## config.mk

```make
export PLATFORM = sky130hd
export DESIGN_NAME = button_reader_flat
export DESIGN_NICKNAME = d
export VERILOG_FILES = /design/src/rtl/button_reader_if.sv /design/src/rtl/button_reader.sv /design/src/flat_wrapper.sv
export SDC_FILE = /design/constraint.sdc
export NUM_CORES = 1
export LEC_CHECK = 0
export ABC_AREA = 1
export CAP_MARGIN = 5
export CORE_MARGIN = 2
export CORE_UTILIZATION = 45
export CTS_CLUSTER_DIAMETER = 30
export DETAILED_ROUTE_END_ITERATION = 8
export PLACE_DENSITY = 0.64
export SLEW_MARGIN = 20
export SYNTH_ARGS = -nofsm -noshare
export SYNTH_HDL_FRONTEND = slang
export SYNTH_SLANG_ARGS = --single-unit
```

## constraint.sdc

```tcl
create_clock -name clk -period 2.15 [get_ports clk]
set_input_delay 0.43 -clock clk [delete_from_list [all_inputs] [get_ports clk]]
set_output_delay 0.43 -clock clk [all_outputs]
set_load 0.03 [all_outputs]
```

## src/rtl/button_reader_if.sv

```systemverilog
// Pin and event bundle between the button pins, the button reader and its consumers.
// "release" is a reserved word, so the release event travels on release_evt.
interface button_reader_if;
   logic       btn_1;
   logic       btn_2;
   logic       btn_3;
   logic       btn_4;
   logic [3:0] btn_level;
   logic [3:0] press;
   logic [3:0] release_evt;
   logic [3:0] long_press;
   logic       key_valid;
   logic [1:0] key_code;
   logic       any_held;

   modport master (
      output btn_1, btn_2, btn_3, btn_4,
      input  btn_level, press, release_evt, long_press, key_valid, key_code, any_held
   );

   modport slave (
      input  btn_1, btn_2, btn_3, btn_4,
      output btn_level, press, release_evt, long_press, key_valid, key_code, any_held
   );
endinterface

```

## src/rtl/button_reader.sv

```systemverilog
// Four-channel push-button front end: 2-flop synchroniser, debounce FSM and
// press/release/long-press event pulses per channel, plus an encoded key event.
module button_reader #(
   parameter int unsigned DEBOUNCE_CYCLES = 2500000,
   parameter int unsigned LONG_CYCLES     = 50000000,
   parameter int unsigned CNT_W           = 26
) (
   input  logic            clk,
   input  logic            rst,
   button_reader_if.slave  bus
);
   typedef enum logic [1:0] {IDLE, DEB_PRESS, HELD, DEB_RELEASE} state_e;

   localparam logic [CNT_W-1:0] DEB_LAST = CNT_W'(DEBOUNCE_CYCLES - 1);
   localparam logic [CNT_W-1:0] LONG_MAX = CNT_W'(LONG_CYCLES);
   localparam logic [CNT_W-1:0] ONE      = CNT_W'(1);

   logic [3:0]       pin;
   logic [3:0]       sync1_q, sync1_d, sync2_q, sync2_d;
   state_e           state_q [4];
   state_e           state_d [4];
   logic [CNT_W-1:0] dcnt_q [4];
   logic [CNT_W-1:0] dcnt_d [4];
   logic [CNT_W-1:0] hcnt_q [4];
   logic [CNT_W-1:0] hcnt_d [4];
   logic [3:0]       long_done_q, long_done_d;
   logic [3:0]       level_q, level_d;
   logic [3:0]       press_q, press_d;
   logic [3:0]       rel_q, rel_d;
   logic [3:0]       long_q, long_d;
   logic             key_valid_q, key_valid_d;
   logic [1:0]       key_code_q, key_code_d;

   assign pin     = {bus.btn_4, bus.btn_3, bus.btn_2, bus.btn_1};
   assign sync1_d = pin;
   assign sync2_d = sync1_q;

   always_comb begin
      for (int unsigned i = 0; i < 4; i++) begin
         state_d[i]     = state_q[i];
         dcnt_d[i]      = dcnt_q[i];
         hcnt_d[i]      = hcnt_q[i];
         long_done_d[i] = long_done_q[i];
         press_d[i]     = 1'b0;
         rel_d[i]       = 1'b0;
         long_d[i]      = 1'b0;
         unique case (state_q[i])
            IDLE: begin
               if (sync2_q[i]) begin
                  state_d[i] = DEB_PRESS;
                  dcnt_d[i]  = ONE;
               end
            end
            DEB_PRESS: begin
               if (!sync2_q[i]) begin
                  state_d[i] = IDLE;
               end else if (dcnt_q[i] == DEB_LAST) begin
                  state_d[i]     = HELD;
                  press_d[i]     = 1'b1;
                  hcnt_d[i]      = '0;
                  long_done_d[i] = 1'b0;
               end else begin
                  dcnt_d[i] = dcnt_q[i] + ONE;
               end
            end
            HELD: begin
               if (!sync2_q[i]) begin
                  state_d[i] = DEB_RELEASE;
                  dcnt_d[i]  = ONE;
               end else begin
                  hcnt_d[i] = (hcnt_q[i] == LONG_MAX) ? hcnt_q[i] : hcnt_q[i] + ONE;
               end
            end
            DEB_RELEASE: begin
               // hold time keeps running while a release is being qualified
               hcnt_d[i] = (hcnt_q[i] == LONG_MAX) ? hcnt_q[i] : hcnt_q[i] + ONE;
               if (sync2_q[i]) begin
                  state_d[i] = HELD;
               end else if (dcnt_q[i] == DEB_LAST) begin
                  state_d[i] = IDLE;
                  rel_d[i]   = 1'b1;
               end else begin
                  dcnt_d[i] = dcnt_q[i] + ONE;
               end
            end
            default: state_d[i] = IDLE;
         endcase
         if ((state_q[i] == HELD || state_q[i] == DEB_RELEASE) &&
             hcnt_d[i] == LONG_MAX && !long_done_q[i]) begin
            long_d[i]      = 1'b1;
            long_done_d[i] = 1'b1;
         end
         level_d[i] = (state_d[i] == HELD) || (state_d[i] == DEB_RELEASE);
      end
      key_valid_d = |press_d;
      key_code_d  = key_code_q;
      for (int unsigned i = 4; i > 0; i--) begin
         if (press_d[i-1]) key_code_d = 2'(i - 1);
      end
   end

   always_ff @(posedge clk) begin
      if (rst) begin
         sync1_q     <= '0;
         sync2_q     <= '0;
         long_done_q <= '0;
         level_q     <= '0;
         press_q     <= '0;
         rel_q       <= '0;
         long_q      <= '0;
         key_valid_q <= 1'b0;
         key_code_q  <= '0;
         for (int unsigned i = 0; i < 4; i++) begin
            state_q[i] <= IDLE;
            dcnt_q[i]  <= '0;
            hcnt_q[i]  <= '0;
         end
      end else begin
         sync1_q     <= sync1_d;
         sync2_q     <= sync2_d;
         long_done_q <= long_done_d;
         level_q     <= level_d;
         press_q     <= press_d;
         rel_q       <= rel_d;
         long_q      <= long_d;
         key_valid_q <= key_valid_d;
         key_code_q  <= key_code_d;
         for (int unsigned i = 0; i < 4; i++) begin
            state_q[i] <= state_d[i];
            dcnt_q[i]  <= dcnt_d[i];
            hcnt_q[i]  <= hcnt_d[i];
         end
      end
   end

   assign bus.btn_level   = level_q;
   assign bus.press       = press_q;
   assign bus.release_evt = rel_q;
   assign bus.long_press  = long_q;
   assign bus.key_valid   = key_valid_q;
   assign bus.key_code    = key_code_q;
   assign bus.any_held    = |level_q;
endmodule
```

## src/flat_wrapper.sv

```systemverilog
// flat-port wrapper written by rule: the top's interface ports become plain ports
module button_reader_flat 
#(
   parameter int unsigned DEBOUNCE_CYCLES = 2500000,
   parameter int unsigned LONG_CYCLES     = 50000000,
   parameter int unsigned CNT_W           = 26
)
  (clk, rst, bus_btn_1, bus_btn_2, bus_btn_3, bus_btn_4, bus_btn_level, bus_press, bus_release_evt, bus_long_press, bus_key_valid, bus_key_code, bus_any_held);
  button_reader_if bus_i ();
  input  logic clk;
  input  logic rst;
  input wire logic [$bits(bus_i.btn_1)-1:0] bus_btn_1;
  input wire logic [$bits(bus_i.btn_2)-1:0] bus_btn_2;
  input wire logic [$bits(bus_i.btn_3)-1:0] bus_btn_3;
  input wire logic [$bits(bus_i.btn_4)-1:0] bus_btn_4;
  output wire logic [$bits(bus_i.btn_level)-1:0] bus_btn_level;
  output wire logic [$bits(bus_i.press)-1:0] bus_press;
  output wire logic [$bits(bus_i.release_evt)-1:0] bus_release_evt;
  output wire logic [$bits(bus_i.long_press)-1:0] bus_long_press;
  output wire logic [$bits(bus_i.key_valid)-1:0] bus_key_valid;
  output wire logic [$bits(bus_i.key_code)-1:0] bus_key_code;
  output wire logic [$bits(bus_i.any_held)-1:0] bus_any_held;
  assign bus_i.btn_1 = bus_btn_1;
  assign bus_i.btn_2 = bus_btn_2;
  assign bus_i.btn_3 = bus_btn_3;
  assign bus_i.btn_4 = bus_btn_4;
  assign bus_btn_level = bus_i.btn_level;
  assign bus_press = bus_i.press;
  assign bus_release_evt = bus_i.release_evt;
  assign bus_long_press = bus_i.long_press;
  assign bus_key_valid = bus_i.key_valid;
  assign bus_key_code = bus_i.key_code;
  assign bus_any_held = bus_i.any_held;
  button_reader #(.DEBOUNCE_CYCLES(DEBOUNCE_CYCLES), .LONG_CYCLES(LONG_CYCLES), .CNT_W(CNT_W)) u_core (.clk(clk), .rst(rst), .bus(bus_i));
endmodule
```

==> results of run 1 <==
[what timing repair did]
item | in CTS | in global routing
pin swaps | 20 | 126
setup endpoints to repair | 12 | 58
resized for setup | 50 | 409
cloned | 1 | 3
buffers inserted | 16 | 49
[path summary, 6_finish.rpt]
path | from | endpoint | slack, ns | cells past startpoint
setup reg to reg | u_core.dcnt_q[3][0]$_SDFFE_PP0P_ | u_core.long_done_q[3]$_SDFFE_PP0P_ | -0.13 | 17
hold / removal | bus_btn_2 | u_core.sync1_q[1]$_SDFF_PP0_ | 0.37 | 3
hold reg to reg | u_core.sync1_q[3]$_SDFF_PP0_ | u_core.sync2_q[3]$_SDFF_PP0_ | 0.39 | 2
setup / recovery | u_core.dcnt_q[3][0]$_SDFFE_PP0P_ | u_core.long_done_q[3]$_SDFFE_PP0P_ | -0.13 | 17
[metal layers]
| layer | up-vias | part of all wire |
|---|---|---|
| li1 | 11310 | - |
| met1 | 10760 | 0.42 |
| met2 | 972 | 0.47 |
| met3 | 185 | 0.078 |
| met4 | 0 | 0.034 |
| met5 | - | 0 |
[flip-flops by register name, indices dropped and copies added, names as in the netlist]
signal and cells:
u_core.bus.key_code 2, u_core.sync2_q 4, u_core.bus.key_valid 1, u_core.long_done_q 4, u_core.bus.press 4, u_core.sync1_q 4
u_core.dcnt_q 104, u_core.bus.btn_level 4, u_core.hcnt_q 104, u_core.state_q 8, u_core.bus.release_evt 4, u_core.bus.long_press 4
[layout make-up]
| class | instances | area share |
|---|---|---|
| clock buffer | 101 | 0.08342 |
| clock inverter | 38 | 0.01866 |
| inverter | 394 | 0.05702 |
| multi-input combinational | 2472 | 0.4796 |
| sequential | 247 | 0.1913 |
| tap | 525 | 0.02493 |
| timing repair buffer | 466 | 0.1451 |
[stage by stage]
step	setup slack [ns]	total power (uW)	setup TNS (ns)	instance area (um^2)
2_1_floorplan	0.2088	5203	0	18360
3_3_place_gp	-0.3317	5531	-0.9313	21660
3_5_place_dp	-0.3327	5537	-1.042	21660
4_1_cts	-0.1749	17190	-0.4053	24650
5_1_grt	-0.2379	17620	-1.478	26350
6_report	-0.1326	17140	-0.3144	26350
[Yosys cell counts (15+ instances only)]
cell | number | area share
nand3_1 | 299 | 0.082
nand2_1 | 847 | 0.17
nor3_1 | 94 | 0.026
dfxtp_1 | 247 | 0.27
nand3_2 | 19 | 0.010
nor2_2 | 22 | 0.0075
o21ai_0 | 121 | 0.033
a21oi_1 | 194 | 0.053
buf_2 | 40 | 0.011
nand2_2 | 15 | 0.0051
nor4_1 | 23 | 0.0078
nor2_1 | 586 | 0.12
a31oi_1 | 21 | 0.0072
inv_1 | 365 | 0.075
nand4_1 | 85 | 0.029
clkbuf_1 | 45 | 0.0092
inv_2 | 23 | 0.0047
xor2_1 | 43 | 0.021
[cells in the final DEF (no fill, tap or decap), types with 21 or more instances in the layout]
cell	count
a21oi_1	189
a31oi_1	21
buf_4	414
clkbuf_16	81
clkdlybuf4s50_1	23
dfxtp_1	178
dfxtp_2	65
inv_1	335
inv_2	46
nand2_1	796
nand2_2	58
nand3_1	261
nand3_2	47
nand4_1	85
nor2_1	475
nor2_2	95
nor2_4	44
nor3_1	79
o21ai_0	110
xor2_1	41
[power by group through the flow]
| stage | clock network (uW) | registers (uW) | logic [uW] |
|---|---|---|---|
| after global placement | 0 | 4780 | 754 |
| final | 11600 | 4710 | 827 |
| after detailed placement | 0 | 4780 | 759 |
| after CTS | 11700 | 4700 | 766 |
| after floorplan | 0 | 4770 | 438 |
| after global routing | 12000 | 4710 | 902 |
[logic make-up (layout without fill, tap and decap cells)]
| logic type | after synthesis | after routing | share of synthesized area |
|---|---|---|---|
| AOI/OAI and AO/OA | 382 | 382 | 0.1114 |
| xor gates and xnor gates | 48 | 48 | 0.02290 |
| adders and majority gates | 12 | 12 | 0.008179 |
| DFF | 247 | 247 | 0.2694 |
| and+or+nand+nor | 2030 | 2030 | 0.4802 |
| buffers and inverters | 501 | 999 | 0.1080 |
[critical path, cell delays in order, from the launching register on]
cell and delay [ns]:
dfxtp_2 0.36, ha_4 0.15, nand2_4 0.05, nor2_4 0.12
nand3_4 0.09, nor2_4 0.13, nand3_4 0.11, buf_12 0.15
buf_8 0.14, nand3_2 0.05, nand2_1 0.05, inv_1 0.06
nand3_2 0.07, nor2_2 0.12, nand2_1 0.07, nor2_2 0.18
nand4_1 0.22, nand2_1 0.10
==> reports/results.tsv, run 1 <==
stage	metric	value	unit
status	status	complete, but fails checks	
status	violations	setup timing	
run	drv_cap	0	
global_route	antenna_found_initial	0	
synth	synth_seq_area_share	0.2694	
timing	fin_crit_sh	1.062	
synth	syn_nets	3238	
clock_tree	holdBufCountCts	0	
global_route	grt_usage	0.3134	
timing	layout_setup_ws	-0.1326	ns
cells_and_area	utilization	0.6588	
timing	fmax	438.1	MHz
detailed_routing	vias_per_cell	5.473	
cells_and_area	drive_above_1_share	0.2738	
detailed_routing	ant_nets	0	
critical_path	path_class	reg2reg	
cells_and_area	layout.nets	3675	
timing	setup_viol	4	
cells_and_area	fillers	3711	
pwr	p_seq_frac	0.275	
critical_path	cp_data_required_time	2.68	ns
floorplan	die_h	206.0	um
place	dp_hpwl	49.00	mm
place	place_inst	4035	
detailed_routing	drt_wl_total	69.65	mm
synth	dominantRegCellSynth	dfxtp_1	
floorplan	dieArea	42420	um^2
clock_tree	cts_buffers	76	
synth	synthArstFlopShare	0	
global_route	grt_most_used_layer	met2	
global_route	grt_pass1_wl	107.0	mm
clock_tree	clock_sinks	247	
global_route	grt-ovfl-total	0	
global_route	gr-usage-met2	0.5182	
timing	relSlewSlack	0.5874	
detailed_routing	wl_per_cell	16.41	um
floorplan	die_w	206.0	um
pwr	p_clk_frac	0.677	
worst_hold_path	hold_path_class	in2reg	
detailed_routing	drtIter0Drc	2318	
cells_and_area	final-seq-area	5041	um^2
floorplan	fp.coreArea	40010	um^2
critical_path	start_kind	flip-flop	
detailed_routing	route.vias.total	23220	
timing	hold_viol_final	0	
timing	whs	0.3738	ns
global_route	met1_usage	0.4074	
cells_and_area	multiInputGateArea	12640	um^2
synth	syn_area_per_cell	5.701	um^2
detailed_routing	drt-pass1-iter-count	5	
critical_path	arrival	2.81	ns
pwr	power.density	650.2	nW/um^2
clock_tree	htree_levels	3	
timing	clock_skew	0.02071	ns
synth	synth_edf_count	0	
cells_and_area	antenna_cells	0	
pwr	p_comb_frac	0.048	
global_route	grt_max_degree	65	
synth	yosysWarnings	0	
floorplan	num_rows	73	
detailed_routing	drc_errors	0	
global_route	met3_usage	0.05188	
timing	maxSlewViolCount	0	
floorplan	initial_core_util	0.4588	
pwr	vdd_drop_max	0.5877	mV
clock_tree	insertion_delay	0.59	ns
pwr	p_leak	0.01091	uW
place	gp_congestion	0.9961	
synth	syn_inst	3220	
critical_path	critPathMaxFanout	6	
timing	rsz0062_at_grt	true	
place	io_buffers	25	
global_route	grt_pass1_vias	21410	
clock_tree	cts_buffer_depth	3	
cells_and_area	fin_cells	4243	
timing	tightest_slew	0.6141	ns
pwr	swShare	0.2327	
cells_and_area	synthToLayoutAreaGrowth	43.57	%
synth	synth-seq-cells	247	
pwr	intPower	13150	uW
pwr	switching_power	3987	uW
synth	yosysUniqueCellTypes	52	
floorplan	io_pins	26	
clock_tree	cts_root_buf	clkbuf_16	
clock_tree	path_clk_slew	0.05	ns
timing	period_needed	2.283	ns
critical_path	end_kind	flip-flop	
synth	syn-cell-area	18360	um^2
clock_tree	cts_tree	built	
Power figures use the tool's default switching activity.
==> run 2: changes to the inputs <==
- CORE_UTILIZATION: 45 -> 34
- PLACE_DENSITY: 0.64 -> 0.55
==> run 2 against run 1 <==
The flow still finishes with violations (setup timing); clock skew is 0.0065 ns higher; sequential share of layout area is 0.72 points lower; clock-buffer cell count grew 13; global-route usage fell by 7.7 points; utilization shrank 15 points; largest power group unchanged; final cell count up 6.4%; cell area increased by 3.0%; hold slack worse by 0.033 ns; wire length down 2.8%; critical endpoint is now u_core.long_done_q[0]$_SDFFE_PP0P_; via count down 3.5%; clock power up 4%; register-to-register slack better by 0.06 ns; largest cell class unchanged.
==> reports/results.tsv, run 2 (synthesis gave the netlist of run 1 again) <==
stage	metric	value	unit	change
status	status	complete, but fails checks		
status	violations	setup timing		
place	dp_slack	-0.1514	ns	+0.1813 ns
cells_and_area	synthToLayoutAreaGrowth	47.88	%	
timing	fin_crit_sh	1.033		-0.02858
pwr	power.density	649.7	nW/um^2	about the same
clock_tree	cts_tree	built		
floorplan	fp.coreArea	53600	um^2	+34%
floorplan	die_w	236.4	um	+15%
global_route	grt-ovfl-total	0		unchanged
floorplan	dieArea	55860	um^2	+32%
floorplan	die_h	236.4	um	+15%
floorplan	initial_core_util	0.3425		-0.1164
floorplan	num_rows	85		+16%
timing	period_needed	2.221	ns	-0.06146 ns
pwr	vdd_drop_max	0.5901	mV	+0.42%
critical_path	crit_chain	inv_1 -> nor2_2 -> inv_1 -> buf_4 -> a21oi_1 -> a21oi_2 -> nand2_1 -> nor2_2 -> buf_4 -> buf_4 -> inv_1 -> nor2_1 -> nand2_1 -> nor2_1 -> nand2_1 -> nand2_1		
pwr	power	17640	uW	+2.9%
place	gp_congestion	0.9613		-3.5%
timing	whs	0.3412	ns	-0.03262 ns
global_route	grt_max_degree	54		-17%
timing	maxSlewViolCount	0		unchanged
cells_and_area	mostFrequentLayoutCells	805 x nand2_1, 506 x buf_4, 494 x nor2_1, 349 x inv_1, 259 x nand3_1		
critical_path	cp_common_cell	nand2_1		
global_route	grt_usage	0.2365		-0.07693
detailed_routing	drt-pass1-iter-count	6		+1
place	dp_hpwl	49.07	mm	+0.13%
clock_tree	htree_levels	3		unchanged
pwr	p_leak	0.01131	uW	+3.7%
clock_tree	cts_buffer_depth	3		unchanged
floorplan	io_pins	26		unchanged
critical_path	path_class	reg2reg		
critical_path	critPathMaxStageDelay	0.32	ns	-0.04 ns
place	io_buffers	25		unchanged
global_route	antenna_found_initial	0		unchanged
global_route	grt_pass1_vias	21240		-0.83%
detailed_routing	vias_per_cell	4.966		-9.3%
critical_path	arrival	2.72	ns	-0.09 ns
worst_hold_path	hold_path_class	in2reg		
run	drv_cap	0		unchanged
detailed_routing	drt_wl_total	67.67	mm	-2.8%
timing	fmax	450.2	MHz	+2.8%
clock_tree	cts_root_buf	clkbuf_16		
critical_path	crit_slowest_cell	dfxtp_1		
timing	rsz0062_at_grt	true		
detailed_routing	drtIter0Drc	1617		-30%
detailed_routing	wl_per_cell	14.99	um	-8.7%
cells_and_area	layout_commonest_cell	nand2_1		
cells_and_area	drive_above_1_share	0.2725		-0.001338
clock_tree	insertion_delay	0.61	ns	+0.02 ns
timing	setup_viol	4		unchanged
cells_and_area	reg.largest.list	u_core.dcnt_q x104, u_core.hcnt_q x104, u_core.state_q x8		
timing	tightest_slew	0.5249	ns	-0.08924 ns
timing	relSlewSlack	0.6501		+0.06264
clock_tree	cts_buffers	81		+6.6%
timing	clock_skew	0.02720	ns	+0.006494 ns
cells_and_area	antenna_cells	0		unchanged
detailed_routing	ant_nets	0		unchanged
critical_path	cp_data_required_time	2.64	ns	-0.04 ns
critical_path	end_kind	flip-flop		
critical_path	start_kind	flip-flop		
global_route	grt_pass1_wl	108.4	mm	+1.3%
clock_tree	path_clk_slew	0.04	ns	about the same
clock_tree	clock_sinks	247		unchanged
cells_and_area	layout.nets	3771		+2.6%
critical_path	critPathMaxFanout	6		unchanged
timing	layout_setup_ws	-0.07118	ns	+0.06146 ns
detailed_routing	route.vias.total	22410		-3.5%
timing	hold_viol_final	0		unchanged
detailed_routing	drc_errors	0		unchanged
## run 2: per-layer routing
layer / part of all wire / track usage / vias up
met3: 0.049 / 0.03920 / 175
met5: 0 / 0 / -
met4: 0.040 / 0.1041 / 0
met2: 0.46 / 0.3914 / 594
li1: - / - / 11520
met1: 0.45 / 0.3021 / 10120
## run 2: worst max-delay path: cells and delay by family (launching register included)
family / cells / cell delay, ns
AOI/OAI and AO/OA: 2 / 0.25
buffers and inverters: 6 / 0.85
DFF: 1 / 0.32
and+or+nand+nor: 8 / 0.72
## run 2: layout make-up
class / count / area [um^2]
tap: 696 / 870.8
clock inverter: 33 / 434.2
fill: 5512 / 26460
inverter: 394 / 1495
clock buffer: 114 / 2394
sequential: 247 / 4996
timing repair buffer: 557 / 4501
multi-input combinational: 2472 / 12460
## run 2: worst paths after layout
check	startpoint	cells past startpoint	endpoint	slack, ns
max	u_core.state_q[0][1]$_SDFF_PP0_	16	u_core.long_done_q[0]$_SDFFE_PP0P_	-0.07
min	rst	3	u_core.dcnt_q[0][19]$_SDFFE_PP0P_	0.34
max reg2reg	u_core.state_q[0][1]$_SDFF_PP0_	16	u_core.long_done_q[0]$_SDFFE_PP0P_	-0.07
min reg2reg	u_core.sync1_q[1]$_SDFF_PP0_	2	u_core.sync2_q[1]$_SDFF_PP0_	0.39
## run 2: report_power, final
part	switching (uW)	total, uW	internal [uW]
registers	53.3	4710	4650
clock network	3450	12100	8620
logic	543	863	320
total	4050	17600	13600
## run 2: timing repair
item,in CTS,in global routing
endpoints found under the setup margin,13,52
pin swaps,41,117
resized for setup,106,262
hold buffers,0,0
setup buffers,32,28
gates cloned,4,0
## run 2: per-stage QoR
stage               TNS [ns]  instance area [um^2]  utilization  std cells
finish               -0.2063                 27150       0.5064       4513
global route          -1.383                 27150       0.5064       4513
CTS                 -0.09185                 26150       0.4878       4489
detailed placement   -0.5638                 22650       0.4225       4307
global placement     -0.6633                 22650       0.4225       4307
floorplan                  0                 18360            -       3220
